[config.mk]
export PLATFORM = sky130hd
export DESIGN_NAME = pipeline_hazard_ctrl
export DESIGN_NICKNAME = d
export VERILOG_FILES = /design/src/rtl/pipeline_hazard_ctrl.sv
export SDC_FILE = /design/constraint.sdc
export NUM_CORES = 1
export LEC_CHECK = 0
export ABC_AREA = 1
export BUFFER_PORTS_ARGS = -buffer_cell sky130_fd_sc_hd__clkbuf_2
export CAP_MARGIN = 20
export CORE_ASPECT_RATIO = 2
export CORE_MARGIN = 2
export CORE_UTILIZATION = 45
export CTS_CLUSTER_DIAMETER = 30
export DETAILED_ROUTE_END_ITERATION = 16
export PLACE_DENSITY = 0.74
export REMOVE_ABC_BUFFERS = 1
export SETUP_SLACK_MARGIN = 0.2
export SYNTH_ARGS = -nofsm -noshare
export SYNTH_HDL_FRONTEND = slang
export SYNTH_SLANG_ARGS = --single-unit
[constraint.sdc]
create_clock -name clk -period 1.55 [get_ports clk]
set_clock_uncertainty 0.05 [all_clocks]
set_input_delay 0.2325 -clock clk [delete_from_list [all_inputs] [get_ports clk]]
set_output_delay 0.2325 -clock clk [all_outputs]
set_load 0.02 [all_outputs]
[src/rtl/pipeline_hazard_ctrl.sv]
// Pipeline hazard controller: RAW/load-use stalls, branch flushes and multi-cycle
// data-memory freezes, with a saturating count of frozen cycles.
module pipeline_hazard_ctrl #(
  parameter int unsigned MEM_LATENCY = 4,
  parameter int unsigned CNT_W       = 16
) (
  input  logic             clk,
  input  logic             rst,
  input  logic [3:0]       id_src_1,
  input  logic [3:0]       id_src_2,
  input  logic             id_valid,
  input  logic             id_two_src,
  input  logic [3:0]       ex_dest,
  input  logic             ex_wb_en,
  input  logic             ex_mem_r_en,
  input  logic [3:0]       mem_dest,
  input  logic             mem_wb_en,
  input  logic             mem_access,
  input  logic             ex_branch_taken,
  input  logic             forward_en,
  output logic             hazard_freeze,
  output logic             if_flush,
  output logic             id_flush,
  output logic             mem_freeze,
  output logic [CNT_W-1:0] stall_cnt,
  output logic [1:0]       state
);

  typedef enum logic [1:0] {StRun = 2'd0, StMemWait = 2'd1} state_e;

  localparam bit          MultiCycle = (MEM_LATENCY > 1);
  localparam int unsigned WaitInitI  = MultiCycle ? (MEM_LATENCY - 2) : 0;
  localparam logic [3:0]  WaitInit   = 4'(WaitInitI);

  state_e           state_q, state_d;
  logic [3:0]       wait_q, wait_d;
  logic [CNT_W-1:0] stall_cnt_q, stall_cnt_d;

  logic raw_ex, raw_mem, hazard;
  logic pri_if_flush, pri_id_flush, pri_freeze;

  always_comb begin
    raw_ex  = id_valid & ex_wb_en &
              ((id_src_1 == ex_dest) | (id_two_src & (id_src_2 == ex_dest)));
    raw_mem = id_valid & mem_wb_en &
              ((id_src_1 == mem_dest) | (id_two_src & (id_src_2 == mem_dest)));
    // With forwarding only a load in EX cannot be bypassed in time.
    hazard  = forward_en ? (raw_ex & ex_mem_r_en) : (raw_ex | raw_mem);
    // Branch flush beats a stall: the stalled instruction is on the wrong path anyway.
    pri_if_flush = ex_branch_taken;
    pri_id_flush = ex_branch_taken | hazard;
    pri_freeze   = ~ex_branch_taken & hazard;
  end

  always_comb begin
    hazard_freeze = 1'b0;
    if_flush      = 1'b0;
    id_flush      = 1'b0;
    mem_freeze    = 1'b0;
    state_d       = state_q;
    wait_d        = wait_q;
    if (!rst) begin
      unique case (state_q)
        StRun: begin
          if (mem_access && MultiCycle) begin
            mem_freeze    = 1'b1;
            hazard_freeze = 1'b1;
            wait_d        = WaitInit;
            state_d       = StMemWait;
          end else begin
            hazard_freeze = pri_freeze;
            if_flush      = pri_if_flush;
            id_flush      = pri_id_flush;
          end
        end
        StMemWait: begin
          if (wait_q != 4'd0) begin
            mem_freeze    = 1'b1;
            hazard_freeze = 1'b1;
            wait_d        = wait_q - 4'd1;
          end else begin
            // Release cycle: the access completes, so mem_access here is the same op.
            hazard_freeze = pri_freeze;
            if_flush      = pri_if_flush;
            id_flush      = pri_id_flush;
            state_d       = StRun;
          end
        end
        default: begin
          state_d = StRun;
          wait_d  = 4'd0;
        end
      endcase
    end
  end

  always_comb begin
    stall_cnt_d = stall_cnt_q;
    if (hazard_freeze && (stall_cnt_q != {CNT_W{1'b1}})) begin
      stall_cnt_d = stall_cnt_q + CNT_W'(1);
    end
  end

  always_ff @(posedge clk) begin
    if (rst) begin
      state_q     <= StRun;
      wait_q      <= 4'd0;
      stall_cnt_q <= '0;
    end else begin
      state_q     <= state_d;
      wait_q      <= wait_d;
      stall_cnt_q <= stall_cnt_d;
    end
  end

  assign stall_cnt = stall_cnt_q;
  assign state     = state_q;

endmodule

==> impl_metrics.csv <==
group,metric,value,unit
placement,dp_cells,350,
hold_path,hold_path_class,"in -> reg",
clock_network,cts-hold-fix-buffers,0,
route,drtIter0Drc,75,
synth,synth_seq_cells,21,
synth,syn-cell-area,0.001568,sq mm
route,post_drt_wl_per_cell,16.84,um
timing,fmax,0.5306,GHz
cells_and_area,fin_nets,365,
clock_network,htreeDepth,1,
placement,dp_slack,-169.7,ps
floorplanning,initial_core_util,46.41,%
flow_run,max_cap_violations,0,
clock_network,root_buffer,"clkbuf_8",
route,drcViolationCount,0,
grt,grt_pass1_wl,8148,um
worst_setup_path,critical_path_class,"reg -> out",
placement,gp_congestion,0.9081,
clock_network,cts_tree,"done",
power,power_frac_clock,26.8,%
worst_setup_path,cp.required,1270,ps
placement,io_buffers,46,
route,drt-total-wl,6181,um
power,switching_share,32.75,%
floorplanning,io_pins,48,
cells_and_area,multiInputGateArea,0.001338,sq mm
synth,synth_seq_area_share,26.82,%
placement,hpwl,3600,um
clock_network,cts_made_buffers,3,
floorplanning,die_w,45.74,um
floorplanning,num_rows,30,
grt,grt_usage,27.53,%
timing,post-route-period-util,121.6,%
worst_setup_path,crit_path_max_fanout,3,
grt,grt-ovfl-total,0,
grt,antenna_found_initial,0,
synth,yosysUniqueCellTypes,27,
clock_network,cts.sinks,21,
timing,finalCriticalPeriod,1884,ps
route,vias,2018,
route,drt-vias-per-instance,5.499,
cells_and_area,register_area,434.2,sq um
power,powerDensity,526.3,mW/mm^2
floorplanning,dieHeight,87.47,um
worst_setup_path,end_kind,"primary output",
route,drt_first_pass_iters,4,
cells_and_area,areaGrowthSynthToFinish,71.35,%
synth,syn_inst,243,
timing,hold-worst-slack,220.7,ps
worst_setup_path,cp.arrival,1600,ps
grt,grt_pass1_vias,2006,
timing,slew_viol_final,0,
power,ir_drop,0.5047,mV
power,power.leakage,1.314,nW
power,p_seq_share,40.1,%
worst_setup_path,critPathLaunchType,"register",
power,p_sw,0.4630,mW
cells_and_area,drive_above_1_share,51.04,%
clock_network,clk_pin_slew,90,ps
timing,grt_setup_unrepaired,"yes",
cells_and_area,final_area,0.002686,sq mm
timing,finalSetupViolCount,20,
placement,placed_area,0.002068,sq mm
synth,postSynthAreaPerCell,6.452,sq um
synth,ys.warnings.count,0,
grt,grt_max_degree,13,
timing,setup_slack,-334.5,ps
power,p_comb_share,33.1,%
timing,tns,-3820,ps
cells_and_area,fillCellCount,208,
route,postRouteAntennaNets,0,
floorplanning,core,0.003378,sq mm
power,internal_power,0.9508,mW
floorplanning,die-area,0.004000,sq mm
outcome,status,"complete, but fails checks",
cells_and_area,diodes,0,
timing,hold_violations,0,
cells_and_area,instances_no_fill,367,
clock_network,clkLatencyLatePin,280,ps
outcome,failed_checks,"negative setup slack",
clock_network,clock_path_buffers,2,
[state kept, by name, indices dropped and copies added, names as in the netlist]
name / flops
stall_cnt: 16
wait_q: 4
state: 1
[synth_stat cells]
cell	count	area share (%)
inv_1	33	7.9
nor3_2	1	0.64
a21oi_2	1	0.56
conb_1	1	0.24
nor2_2	1	0.40
xnor2_1	4	2.2
nand4_1	2	0.80
buf_4	2	0.96
buf_6	2	1.4
a32o_1	1	0.64
nand4_4	1	1.4
clkbuf_1	2	0.48
o21ai_0	2	0.64
ha_1	3	2.4
nor3_1	4	1.3
a221oi_1	1	0.56
dfxtp_1	21	27
nor3_4	2	2.1
xor2_1	17	9.5
nand2_2	2	0.80
nor4_1	2	0.80
nand2_4	2	1.4
nand3_1	26	8.3
nor2_1	22	5.3
inv_2	1	0.24
nand2_1	69	17
a21oi_1	18	5.7
[power by group through the flow]
| stage | Clock (mW) | Sequential, mW | Combinational, mW |
|---|---|---|---|
| after CTS | 0.370 | 0.565 | 0.409 |
| after global placement | 0 | 0.574 | 0.313 |
| after floorplan | 0 | 0.583 | 0.150 |
| final | 0.379 | 0.567 | 0.468 |
| after global routing | 0.403 | 0.568 | 0.505 |
| after detailed placement | 0 | 0.575 | 0.319 |
[logic make-up after synthesis]
logic type	share of synthesized area [%]
simple gates	39.66
compound gates	8.141
buf+inv	11.01
flops	26.82
xor+xnor	11.73
other cells	0.2392
fa+ha+maj	2.395
[through the flow]
stage	power, mW	util, %
2_1_floorplan	0.7329	-
3_3_place_gp	0.8867	61.22
3_5_place_dp	0.8940	61.22
4_1_cts	1.344	71.78
5_1_grt	1.476	79.52
6_report	1.414	79.52
[layer usage]
| layer | track usage, % | up-vias | part of all wire (%) |
|---|---|---|---|
| met5 | 0 | - | 0 |
| li1 | - | 952 | - |
| met1 | 21.69 | 908 | 30 |
| met4 | 18.96 | 0 | 7.6 |
| met2 | 55.19 | 118 | 56 |
| met3 | 2.905 | 40 | 6.2 |
[placed cells by master (no fill, tap or decap), types with 2 or more instances in the layout]
cell       n
inv_1     29
nor2_2     3
nor2_1    20
xor2_1    15
ha_4       2
nand4_1    2
nand2_2    8
a21oi_1    3
clkbuf_8   4
nand2_4   12
xnor2_1    3
nand2_1   51
nand3_4    5
clkbuf_2  41
nor3_4     2
buf_8      2
a21oi_2   15
buf_6      7
buf_12     3
nand2_8    3
inv_2      5
buf_4     38
nor3_1     4
dfxtp_2    5
nor4_1     2
dfxtp_1   14
dfxtp_4    2
nand3_1   15
nand3_2    6
[critical path: stages (launching register included)]
cell	delay [ps]
dfxtp_2	330
inv_2	70
ha_4	130
nand3_2	80
nand2_2	60
inv_2	40
a21oi_4	130
inv_2	80
nor2_2	110
o21ai_1	70
inv_1	70
clkbuf_8	140
[layout make-up]
class / instances / share of cell area, %
tap: 32 / 1.490
clock inverter: 1 / 0.1863
multi-input combinational: 183 / 49.79
inverter: 34 / 4.751
sequential: 21 / 16.16
clock buffer: 3 / 1.537
timing repair buffer: 93 / 26.08
[worst paths after layout]
check	start	end	slack, ps	cells past startpoint
setup reg to reg	stall_cnt[8]	stall_cnt[14]	-230	7
hold reg to reg	wait_q[3]	wait_q[3]	430	2
setup / recovery	wait_q[0]	id_flush	-330	11
hold / removal	rst	wait_q[3]	220	2
[repair_timing]
item,4_1_cts,5_1_grt
pin swaps,10,23
gates resized for setup,59,54
setup buffers,4,7
setup endpoints to repair,23,25
gates cloned,2,0
Note: power is estimated with default switching activity, not from simulation.
